$ cat config.mk
export PLATFORM = sky130hd
export DESIGN_NAME = hazard_ctrl_flat
export DESIGN_NICKNAME = d
export VERILOG_FILES = /design/src/rtl/hazard_ctrl_if.sv /design/src/rtl/hazard_ctrl.sv /design/src/flat_wrapper.sv
export SDC_FILE = /design/constraint.sdc
export NUM_CORES = 1
export LEC_CHECK = 0
export ABC_AREA = 0
export ABC_CLOCK_PERIOD_IN_PS = 9800
export BUFFER_PORTS_ARGS = -buffer_cell sky130_fd_sc_hd__buf_4
export CORE_ASPECT_RATIO = 0.9
export CORE_MARGIN = 2
export CORE_UTILIZATION = 48
export CTS_CLUSTER_DIAMETER = 40
export DETAILED_ROUTE_END_ITERATION = 16
export GPL_ROUTABILITY_DRIVEN = 0
export PLACE_DENSITY = 0.74
export RECOVER_POWER = 50
export SLEW_MARGIN = 20
export SYNTH_ARGS = -nofsm -noshare
export SYNTH_HDL_FRONTEND = slang
export SYNTH_SLANG_ARGS = --single-unit
$ cat constraint.sdc
create_clock -name clk -period 9.8 [get_ports clk]
set_clock_uncertainty 0.15 [all_clocks]
set_input_delay 2.94 -clock clk [delete_from_list [all_inputs] [get_ports clk]]
set_output_delay 2.94 -clock clk [all_outputs]
set_load 0.005 [all_outputs]
$ cat src/rtl/hazard_ctrl_if.sv
// Pipeline-to-hazard-unit bundle: D-stage source reads, per-stage destination
// writes, memory busy and redirect on one side; forward selects, stage
// stall/flush controls and the stall counter on the other.
interface hazard_ctrl_if #(
  parameter int REG_AW    = 5,
  parameter int FWD_DEPTH = 2,
  parameter int CNT_W     = 32
);
  logic                        jump;
  logic                        rs1ReadEnable;
  logic                        rs2ReadEnable;
  logic [REG_AW-1:0]           rs1ReadAddr;
  logic [REG_AW-1:0]           rs2ReadAddr;
  logic [FWD_DEPTH-1:0]        rdWriteEn;
  logic [FWD_DEPTH*REG_AW-1:0] rdWriteAddr;
  logic                        rdIsLoad;
  logic                        memBusy;

  logic [FWD_DEPTH-1:0]        Redirect1;
  logic [FWD_DEPTH-1:0]        Redirect2;
  logic                        stallF;
  logic                        stallD;
  logic                        stallE;
  logic                        flushF;
  logic                        flushD;
  logic                        flushE;
  logic [CNT_W-1:0]            stallCycles;

  // Pipeline side: supplies operand/destination info, consumes controls.
  modport master (
    output jump, rs1ReadEnable, rs2ReadEnable, rs1ReadAddr, rs2ReadAddr,
           rdWriteEn, rdWriteAddr, rdIsLoad, memBusy,
    input  Redirect1, Redirect2, stallF, stallD, stallE,
           flushF, flushD, flushE, stallCycles
  );

  // Hazard unit side.
  modport slave (
    input  jump, rs1ReadEnable, rs2ReadEnable, rs1ReadAddr, rs2ReadAddr,
           rdWriteEn, rdWriteAddr, rdIsLoad, memBusy,
    output Redirect1, Redirect2, stallF, stallD, stallE,
           flushF, flushD, flushE, stallCycles
  );
endinterface

$ cat src/rtl/hazard_ctrl.sv
// Hazard controller for an in-order pipeline: operand forwarding select,
// load-use bubbles, memory-wait freeze and branch/jump flush, plus a
// saturating count of fetch-stall cycles.
// LOAD_LAT is expected to lie in 1..FWD_DEPTH-1.
module hazard_ctrl #(
  parameter int REG_AW      = 5,
  parameter int FWD_DEPTH   = 2,
  parameter int LOAD_LAT    = 1,
  parameter int ZERO_REG_EN = 1,
  parameter int CNT_W       = 32
) (
  input  logic         clk,
  input  logic         rst,
  hazard_ctrl_if.slave hz
);

  localparam int LCW = (LOAD_LAT < 1) ? 1 : $clog2(LOAD_LAT + 1);
  localparam logic [LCW-1:0] LCNT_LOAD = LCW'((LOAD_LAT > 0) ? (LOAD_LAT - 1) : 0);
  localparam logic [LCW-1:0] LCNT_ONE  = LCW'(1);

  typedef enum logic [1:0] {
    RUN     = 2'd0,
    LDWAIT  = 2'd1,
    MEMWAIT = 2'd2
  } state_t;

  state_t               state_reg, state_next;
  logic [LCW-1:0]       lcnt_reg, lcnt_next;

  logic [FWD_DEPTH-1:0] match1, match2;
  logic [FWD_DEPTH-1:0] sel1, sel2;
  logic [FWD_DEPTH-1:0] redirect1_reg, redirect2_reg;
  logic [CNT_W-1:0]     stall_cnt_reg;

  logic                 load_use;
  logic                 in_ldwait;
  logic                 stall_f, stall_d, stall_e;
  logic                 flush_f, flush_d, flush_e;

  // Per-stage source match against each in-flight destination.
  for (genvar gi = 0; gi < FWD_DEPTH; gi++) begin : g_stage
    logic [REG_AW-1:0] dst;
    logic              dst_ok;

    assign dst        = hz.rdWriteAddr[gi*REG_AW +: REG_AW];
    assign dst_ok     = hz.rdWriteEn[gi] && ((ZERO_REG_EN == 0) || (dst != '0));
    assign match1[gi] = dst_ok && hz.rs1ReadEnable && (hz.rs1ReadAddr == dst);
    assign match2[gi] = dst_ok && hz.rs2ReadEnable && (hz.rs2ReadAddr == dst);
  end

  // Nearest stage wins: isolate the lowest set bit, giving a one-hot select.
  assign sel1 = match1 & (~match1 + FWD_DEPTH'(1));
  assign sel2 = match2 & (~match2 + FWD_DEPTH'(1));

  // A load sitting in the nearest stage cannot forward yet.
  assign load_use = hz.rdIsLoad && (match1[0] || match2[0]);

  // Leaving MEMWAIT with bubbles still owed resumes them in the same cycle,
  // so the dependent instruction never slips through a gap.
  assign in_ldwait = (state_reg == LDWAIT) ||
                     ((state_reg == MEMWAIT) && (lcnt_reg != '0));

  // Stage controls and next-state selection; memBusy > jump > load bubbles.
  always_comb begin
    stall_f    = 1'b0;
    stall_d    = 1'b0;
    stall_e    = 1'b0;
    flush_f    = 1'b0;
    flush_d    = 1'b0;
    flush_e    = 1'b0;
    state_next = state_reg;
    lcnt_next  = lcnt_reg;

    if (!rst) begin
      state_next = RUN;
      lcnt_next  = '0;
    end else if (hz.memBusy) begin
      // Freeze the whole front end; owed bubbles wait in lcnt.
      stall_f    = 1'b1;
      stall_d    = 1'b1;
      stall_e    = 1'b1;
      state_next = MEMWAIT;
    end else if (hz.jump) begin
      // Wrong-path instructions are discarded, pending bubbles with them.
      flush_f    = 1'b1;
      flush_d    = 1'b1;
      flush_e    = 1'b1;
      lcnt_next  = '0;
      state_next = RUN;
    end else if (in_ldwait) begin
      // lcnt holds bubbles remaining including this one.
      stall_f    = 1'b1;
      stall_d    = 1'b1;
      flush_e    = 1'b1;
      lcnt_next  = (lcnt_reg == '0) ? '0 : (lcnt_reg - LCNT_ONE);
      state_next = (lcnt_reg <= LCNT_ONE) ? RUN : LDWAIT;
    end else begin
      state_next = RUN;
      if (load_use) begin
        stall_f    = 1'b1;
        stall_d    = 1'b1;
        flush_e    = 1'b1;
        lcnt_next  = LCNT_LOAD;
        state_next = (LOAD_LAT > 1) ? LDWAIT : RUN;
      end
    end
  end

  // FSM state and bubble counter.
  always_ff @(posedge clk or negedge rst) begin
    if (!rst) begin
      state_reg <= RUN;
      lcnt_reg  <= '0;
    end else begin
      state_reg <= state_next;
      lcnt_reg  <= lcnt_next;
    end
  end

  // Forward selects follow the D instruction into E: cleared by a bubble,
  // held while E is frozen.
  always_ff @(posedge clk or negedge rst) begin
    if (!rst) begin
      redirect1_reg <= '0;
      redirect2_reg <= '0;
    end else if (flush_e) begin
      redirect1_reg <= '0;
      redirect2_reg <= '0;
    end else if (!stall_e) begin
      redirect1_reg <= sel1;
      redirect2_reg <= sel2;
    end
  end

  // Saturating count of fetch-stall cycles.
  always_ff @(posedge clk or negedge rst) begin
    if (!rst) begin
      stall_cnt_reg <= '0;
    end else if (stall_f && (stall_cnt_reg != '1)) begin
      stall_cnt_reg <= stall_cnt_reg + CNT_W'(1);
    end
  end

  assign hz.Redirect1   = redirect1_reg;
  assign hz.Redirect2   = redirect2_reg;
  assign hz.stallF      = stall_f;
  assign hz.stallD      = stall_d;
  assign hz.stallE      = stall_e;
  assign hz.flushF      = flush_f;
  assign hz.flushD      = flush_d;
  assign hz.flushE      = flush_e;
  assign hz.stallCycles = stall_cnt_reg;

endmodule

$ cat src/flat_wrapper.sv
// flat-port wrapper written by rule: the top's interface ports become plain ports
module hazard_ctrl_flat 
#(
  parameter int REG_AW      = 5,
  parameter int FWD_DEPTH   = 2,
  parameter int LOAD_LAT    = 1,
  parameter int ZERO_REG_EN = 1,
  parameter int CNT_W       = 32
)
  (clk, rst, hz_jump, hz_rs1ReadEnable, hz_rs2ReadEnable, hz_rs1ReadAddr, hz_rs2ReadAddr, hz_rdWriteEn, hz_rdWriteAddr, hz_rdIsLoad, hz_memBusy, hz_Redirect1, hz_Redirect2, hz_stallF, hz_stallD, hz_stallE, hz_flushF, hz_flushD, hz_flushE, hz_stallCycles);
  hazard_ctrl_if #(.REG_AW(REG_AW), .FWD_DEPTH(FWD_DEPTH), .CNT_W(CNT_W)) hz_i ();
  input  logic clk;
  input  logic rst;
  input wire logic [$bits(hz_i.jump)-1:0] hz_jump;
  input wire logic [$bits(hz_i.rs1ReadEnable)-1:0] hz_rs1ReadEnable;
  input wire logic [$bits(hz_i.rs2ReadEnable)-1:0] hz_rs2ReadEnable;
  input wire logic [$bits(hz_i.rs1ReadAddr)-1:0] hz_rs1ReadAddr;
  input wire logic [$bits(hz_i.rs2ReadAddr)-1:0] hz_rs2ReadAddr;
  input wire logic [$bits(hz_i.rdWriteEn)-1:0] hz_rdWriteEn;
  input wire logic [$bits(hz_i.rdWriteAddr)-1:0] hz_rdWriteAddr;
  input wire logic [$bits(hz_i.rdIsLoad)-1:0] hz_rdIsLoad;
  input wire logic [$bits(hz_i.memBusy)-1:0] hz_memBusy;
  output wire logic [$bits(hz_i.Redirect1)-1:0] hz_Redirect1;
  output wire logic [$bits(hz_i.Redirect2)-1:0] hz_Redirect2;
  output wire logic [$bits(hz_i.stallF)-1:0] hz_stallF;
  output wire logic [$bits(hz_i.stallD)-1:0] hz_stallD;
  output wire logic [$bits(hz_i.stallE)-1:0] hz_stallE;
  output wire logic [$bits(hz_i.flushF)-1:0] hz_flushF;
  output wire logic [$bits(hz_i.flushD)-1:0] hz_flushD;
  output wire logic [$bits(hz_i.flushE)-1:0] hz_flushE;
  output wire logic [$bits(hz_i.stallCycles)-1:0] hz_stallCycles;
  assign hz_i.jump = hz_jump;
  assign hz_i.rs1ReadEnable = hz_rs1ReadEnable;
  assign hz_i.rs2ReadEnable = hz_rs2ReadEnable;
  assign hz_i.rs1ReadAddr = hz_rs1ReadAddr;
  assign hz_i.rs2ReadAddr = hz_rs2ReadAddr;
  assign hz_i.rdWriteEn = hz_rdWriteEn;
  assign hz_i.rdWriteAddr = hz_rdWriteAddr;
  assign hz_i.rdIsLoad = hz_rdIsLoad;
  assign hz_i.memBusy = hz_memBusy;
  assign hz_Redirect1 = hz_i.Redirect1;
  assign hz_Redirect2 = hz_i.Redirect2;
  assign hz_stallF = hz_i.stallF;
  assign hz_stallD = hz_i.stallD;
  assign hz_stallE = hz_i.stallE;
  assign hz_flushF = hz_i.flushF;
  assign hz_flushD = hz_i.flushD;
  assign hz_flushE = hz_i.flushE;
  assign hz_stallCycles = hz_i.stallCycles;
  hazard_ctrl #(.REG_AW(REG_AW), .FWD_DEPTH(FWD_DEPTH), .LOAD_LAT(LOAD_LAT), .ZERO_REG_EN(ZERO_REG_EN), .CNT_W(CNT_W)) u_core (.clk(clk), .rst(rst), .hz(hz_i));
endmodule
==> Yosys cells after proc, flatten, opt, wreduce, memory -nomap -nowiden <==
Index checks and enable logic that the tools add are counted.
{ "totals": {"reg_bits": 39, "out_inout_bits": 42, "wordCells": 70} }
{ "classes": {"muxes": 28, "magnitude_cmp": 1, "n_eq_ne": 10, "add_sub_neg": 4, "bitwise_logic": 4, "n_reduce_logical": 18} }
{ "op_table": {"columns": ["cell", "count"], "rows": [
  ["$add A32 B1 Y32 const B", 1],
  ["$ne A32 B32 Y1 const B", 1],
  ["$eq A5 B5 Y1", 4],
  ["$mux W1", 20],
  ["$mux W2", 8],
  ["$logic_and A1 B1 Y1", 13],
  ["$reduce_bool A5 Y1", 2],
  ["$add A2 B1 Y2 const B", 2],
  ["$and A2 B2 Y2", 2],
  ["$ne A4 B1 Y1 const B", 1],
  ["$not A2 Y2", 2],
  ["$eq A2 B1 Y1 const B", 1],
  ["$eq A2 B2 Y1 const B", 1],
  ["$logic_or A1 B1 Y1", 2],
  ["$ne A2 B1 Y1 const B", 1],
  ["$ne A2 B2 Y1 const B", 1],
  ["$reduce_and A2 Y1", 1],
  ["$le A1 B1 Y1 const B", 1],
  ["$sub A1 B1 Y1 const B", 1]
]} }

==> Depth between registers and ports, before layout <==
{ "logic_depth": {"ltp_word": 12, "ltp_mapped": 9, "ltp_nobuf": 8} }

==> Least setup slack after synthesis <==
Ideal clock, no wire load.
{ "synth_path": {"kind": "input -> output", "startpoint": "input hz_rdWriteAddr[0]", "endpoint": "output hz_stallF", "required_time_ns": 6.710, "path_buffers": 1, "arrival_time_ns": 4.302, "path_stages": 5, "setup_slack_ns": 2.408, "path_cell_list": "or4_1 o21a_2 a41oi_4 nor2_1 buf_4"} }
{ "synth_between": {"elab_chain_cells": 11} }
{ "synth_lines": {"columns": ["item", "line_no", "source"], "rows": [
  ["start: declaration", "flat_wrapper.sv:20", "input wire logic [$bits(hz_i.rdWriteAddr)-1:0] hz_rdWriteAddr;"],
  ["$reduce_bool A5 Y1", "hazard_ctrl.sv:46", "assign dst_ok = hz.rdWriteEn[gi] && ((ZERO_REG_EN == 0) || (dst != '0));"],
  ["$logic_and A1 B1 Y1", "hazard_ctrl.sv:46", null],
  ["$logic_and A1 B1 Y1 (on tied branches) (2 in series)", "hazard_ctrl.sv:47, hazard_ctrl.sv:48", null],
  ["$logic_or A1 B1 Y1 (*)", "hazard_ctrl.sv:56", "assign load_use = hz.rdIsLoad && (match1[0] || match2[0]);"],
  ["$logic_and A1 B1 Y1 (*)", "hazard_ctrl.sv:56", null],
  ["$mux W1 (*) (5 in series)", null, null],
  ["end: declaration", "flat_wrapper.sv:25", "output wire logic [$bits(hz_i.stallF)-1:0] hz_stallF;"]
]} }
Every way passes the cells marked *; elsewhere a longest branch is shown, timed or not.

==> Final worst setup path <==
{ "layout_path": {"startpoint": "input hz_rdWriteAddr[0]", "endpoint": "output hz_stallF"} }
{ "layout_between": {"elab_chain_cells": 11} }
{ "layout_lines": {"columns": ["item", "line_no", "source"], "rows": [
  ["$reduce_bool A5 Y1", "hazard_ctrl.sv:46", null],
  ["$logic_and A1 B1 Y1", "hazard_ctrl.sv:46", null],
  ["$logic_and A1 B1 Y1 (on tied branches) (2 in series)", "hazard_ctrl.sv:47, hazard_ctrl.sv:48", null],
  ["$logic_or A1 B1 Y1 (*)", "hazard_ctrl.sv:56", null],
  ["$logic_and A1 B1 Y1 (*)", "hazard_ctrl.sv:56", null],
  ["$mux W1 (*)", "hazard_ctrl.sv:99", "if (load_use) begin"],
  ["$mux W1 (*)", "hazard_ctrl.sv:90", "end else if (in_ldwait) begin"],
  ["$mux W1 (*)", "hazard_ctrl.sv:83", "end else if (hz.jump) begin"],
  ["$mux W1 (*)", "hazard_ctrl.sv:77", "end else if (hz.memBusy) begin"],
  ["$mux W1 (*)", "hazard_ctrl.sv:74", "if (!rst) begin"]
]} }
Marked as above.

==> reports/results.txt <==
Status: complete, no violations
Placed cell areas: 2608 µm²
Commonest cells after routing, fill and taps aside: 49 x buf_4, 36 x dfrtp_1, 33 x xnor2_1, 20 x clkbuf_4, 19 x nand3_1
Drt pass-1 iters: 4
Hold path cells: 2
Tcrit/Tclk final: 0.7754
GRT overflow: 0
Post-Synth XOR/XNOR Area: 0.2156
Max Cap Viol: 0
Worst path buffer plus inverter count: 2
Starting Density: 0.5052
Most common cell after layout, fill and taps aside: buf_4
Final Hold Fails: 0
Peak VDD IR: 0.1379 mV
Slack of the critical path: 2201 ps
DR WL/cell: 14.22 µm
Final setup viols: 0
CP Data Required Time: 6710 ps
Fin area: 2689 µm²
Post-synth cell types: 34
Die X: 73.26 µm
Synth Cell Area: 2072 µm²
Hold WC Path Type: reg2reg
IO buf count: 70
Ports: 71
Largest net degree at the start of global routing: 41
GRT Overall Usage: 0.2025
Sequential share of the synthesized area: 0.4348
Post-Route WL: 4592 µm
CTS max path bufs: 2
Cell row count: 22
Fmax: 131.6 MHz
CP Class: in2out
Largest family of logic cells by synthesized area: simple AND/OR/NAND/NOR gates
Synth Register Bits: 36
Placed Instances: 315
Synth warn: 0
Setup_tns: 0 ps
Core ar.: 4101 µm²
Clock transition at path regs: 70 ps
Nets: 304
Number of CTS-inserted buffers: 5
Root buf cell: clkbuf_8
Critical Path, Cell by Cell: buf_4 -> or4_1 -> o21a_2 -> a41oi_4 -> nor2_1 -> buf_4
Vias per std cell: 5.297
Die Ht: 66.33 µm
Filler Cells Inserted: 350
Post-Syn Instances: 204
Pre-CTS worst setup slack: 2207 ps
Initial drt markers: 53
Measured slew at the worst slew-check pin: 878.0 ps
CP max FO: 6
Reg2reg path depth: 7
Synthesis-to-finish area growth: 29.77%
Detailed-route via count: 1711
Layout cells sized above 1: 0.3018
Relative slew slack: 0.4128
Synthesized area per cell: 10.16 µm²
Crit path time final: 7599 ps
Setup Fix Bufs, Post-CTS: 0
Stages on the worst setup path: 6
DP Wirelength: 3556 µm
Static Leak: 1.211 nW
ANT nets after route: 0
Hold WS: 335.4 ps
H-tree depth: 2
# clock sinks: 36
RSZ-0062 raised after global routing: false
# diodes: 0
CP endpoint kind: output port
Number of antenna violations at the first check in global routing: 0
Final Slew Violations: 0
Vias in the first global route: 1595
Type of origin of the critical path: input port
Cts repair resizes: 0
Pwr dens: 119.7 nW/µm²
CP max-delay cell: or4_1
Worst-skew pair later-pin latency: 290 ps
Synth Area in Simple Gates: 0.2645
Crit path largest cell delay: 530 ps
Fraction of the mapped netlist area in adder cells: 0.006039
Total power: 321.9 µW
# DRC: 0
Hold-fix buffers, CTS: 0
Cell repeated most along the worst path: buf_4
Final Non-Filler Cells: 323
Core Util, Final: 0.6556
WP data arrival: 4510 ps
CTS tree: yes
CP top delay family: simple AND/OR/NAND/NOR gates
Syn Nets: 234
Complex-gate fraction of the synthesized area: 0.04408
First-pass GRT wire length: 7534 µm
Die area: 4859 µm²
Mux cell area share after synthesis: 0.005435
==> synthesized netlist by cell type, drive strengths merged <==
| cell | number | share of area |
|---|---|---|
| a21oi | 3 | 0.0072 |
| a41oi | 1 | 0.013 |
| a22o | 2 | 0.0085 |
| nand4 | 17 | 0.057 |
| nand2b | 1 | 0.0030 |
| nor3 | 6 | 0.022 |
| mux2 | 1 | 0.0054 |
| inv | 3 | 0.0054 |
| xnor2 | 33 | 0.14 |
| clkbuf | 2 | 0.0036 |
| o211ai | 1 | 0.0036 |
| o21ai | 3 | 0.0072 |
| dfrtp | 36 | 0.43 |
| or2b | 1 | 0.0036 |
| nand3 | 19 | 0.046 |
| nand2 | 16 | 0.029 |
| and3 | 8 | 0.024 |
| buf | 5 | 0.021 |
| xor2 | 18 | 0.076 |
| and4 | 2 | 0.0085 |
| nor4b | 1 | 0.0042 |
| nand3b | 1 | 0.0036 |
| ha | 1 | 0.0060 |
| o21a | 1 | 0.0042 |
| and2 | 3 | 0.0091 |
| nor4 | 7 | 0.028 |
| or4 | 2 | 0.0072 |
| nor2 | 10 | 0.018 |
==> flip-flops by register name (all words and copies together) (netlist names) <==
register	count
u_core.hz.Redirect2	2
u_core.hz.Redirect1	2
u_core.hz.stallCycles	32
==> metal layers <==
layer,global-route usage,vias up,wire length [µm]
met5,0,-,0
met4,0.06944,0,54
met3,0.04421,5,232
met2,0.3041,52,2115
met1,0.2861,793,2189
li1,-,861,-
==> cell type report <==
class / count / area, µm² / share of cell area
multi-input cells: 158 / 1110 / 0.4127
flip-flops and latches: 36 / 900.9 / 0.3350
repair buffers: 70 / 521.8 / 0.1940
clock buffers: 7 / 76.32 / 0.02839
well taps: 48 / 60.06 / 0.02234
inverters: 3 / 11.26 / 0.004188
clock inverters: 1 / 8.758 / 0.003257
==> worst paths after layout <==
path                                           from  slack [ps]                   endpoint
setup / recovery                  hz_rdWriteAddr[0]        2200                  hz_stallF
hold / removal               u_core.hz.Redirect1[0]         340     u_core.hz.Redirect1[0]
max in group asynchronous                       rst        6700   u_core.hz.stallCycles[4]
min in group asynchronous                       rst        2460  u_core.hz.stallCycles[19]
hold reg to reg              u_core.hz.Redirect1[0]         340     u_core.hz.Redirect1[0]
setup reg to reg           u_core.hz.stallCycles[6]        7260   u_core.hz.stallCycles[4]
==> where the power goes <==
part           switching, mW  total, mW  internal (mW)
sequential           0.00973      0.166          0.156
clock                 0.0510      0.102         0.0507
combinational         0.0243     0.0542         0.0299
total                 0.0850      0.322          0.237
==> kinds of logic after synthesis <==
group | count (synthesis)
adder cells (fa/ha/maj) | 1
AO/OA/AOI/OAI | 11
flip-flops | 36
XOR/XNOR | 51
multiplexers | 1
buffers and inverters | 10
AND/OR/NAND/NOR | 94
==> worst reg2reg max path, delay by kind of cell, from the launching register on <==
family / cells / cell delay [ps]
XOR/XNOR: 1 / 120
AND/OR/NAND/NOR: 6 / 1710
flip-flops: 1 / 440
Power figures use the tool's default switching activity.
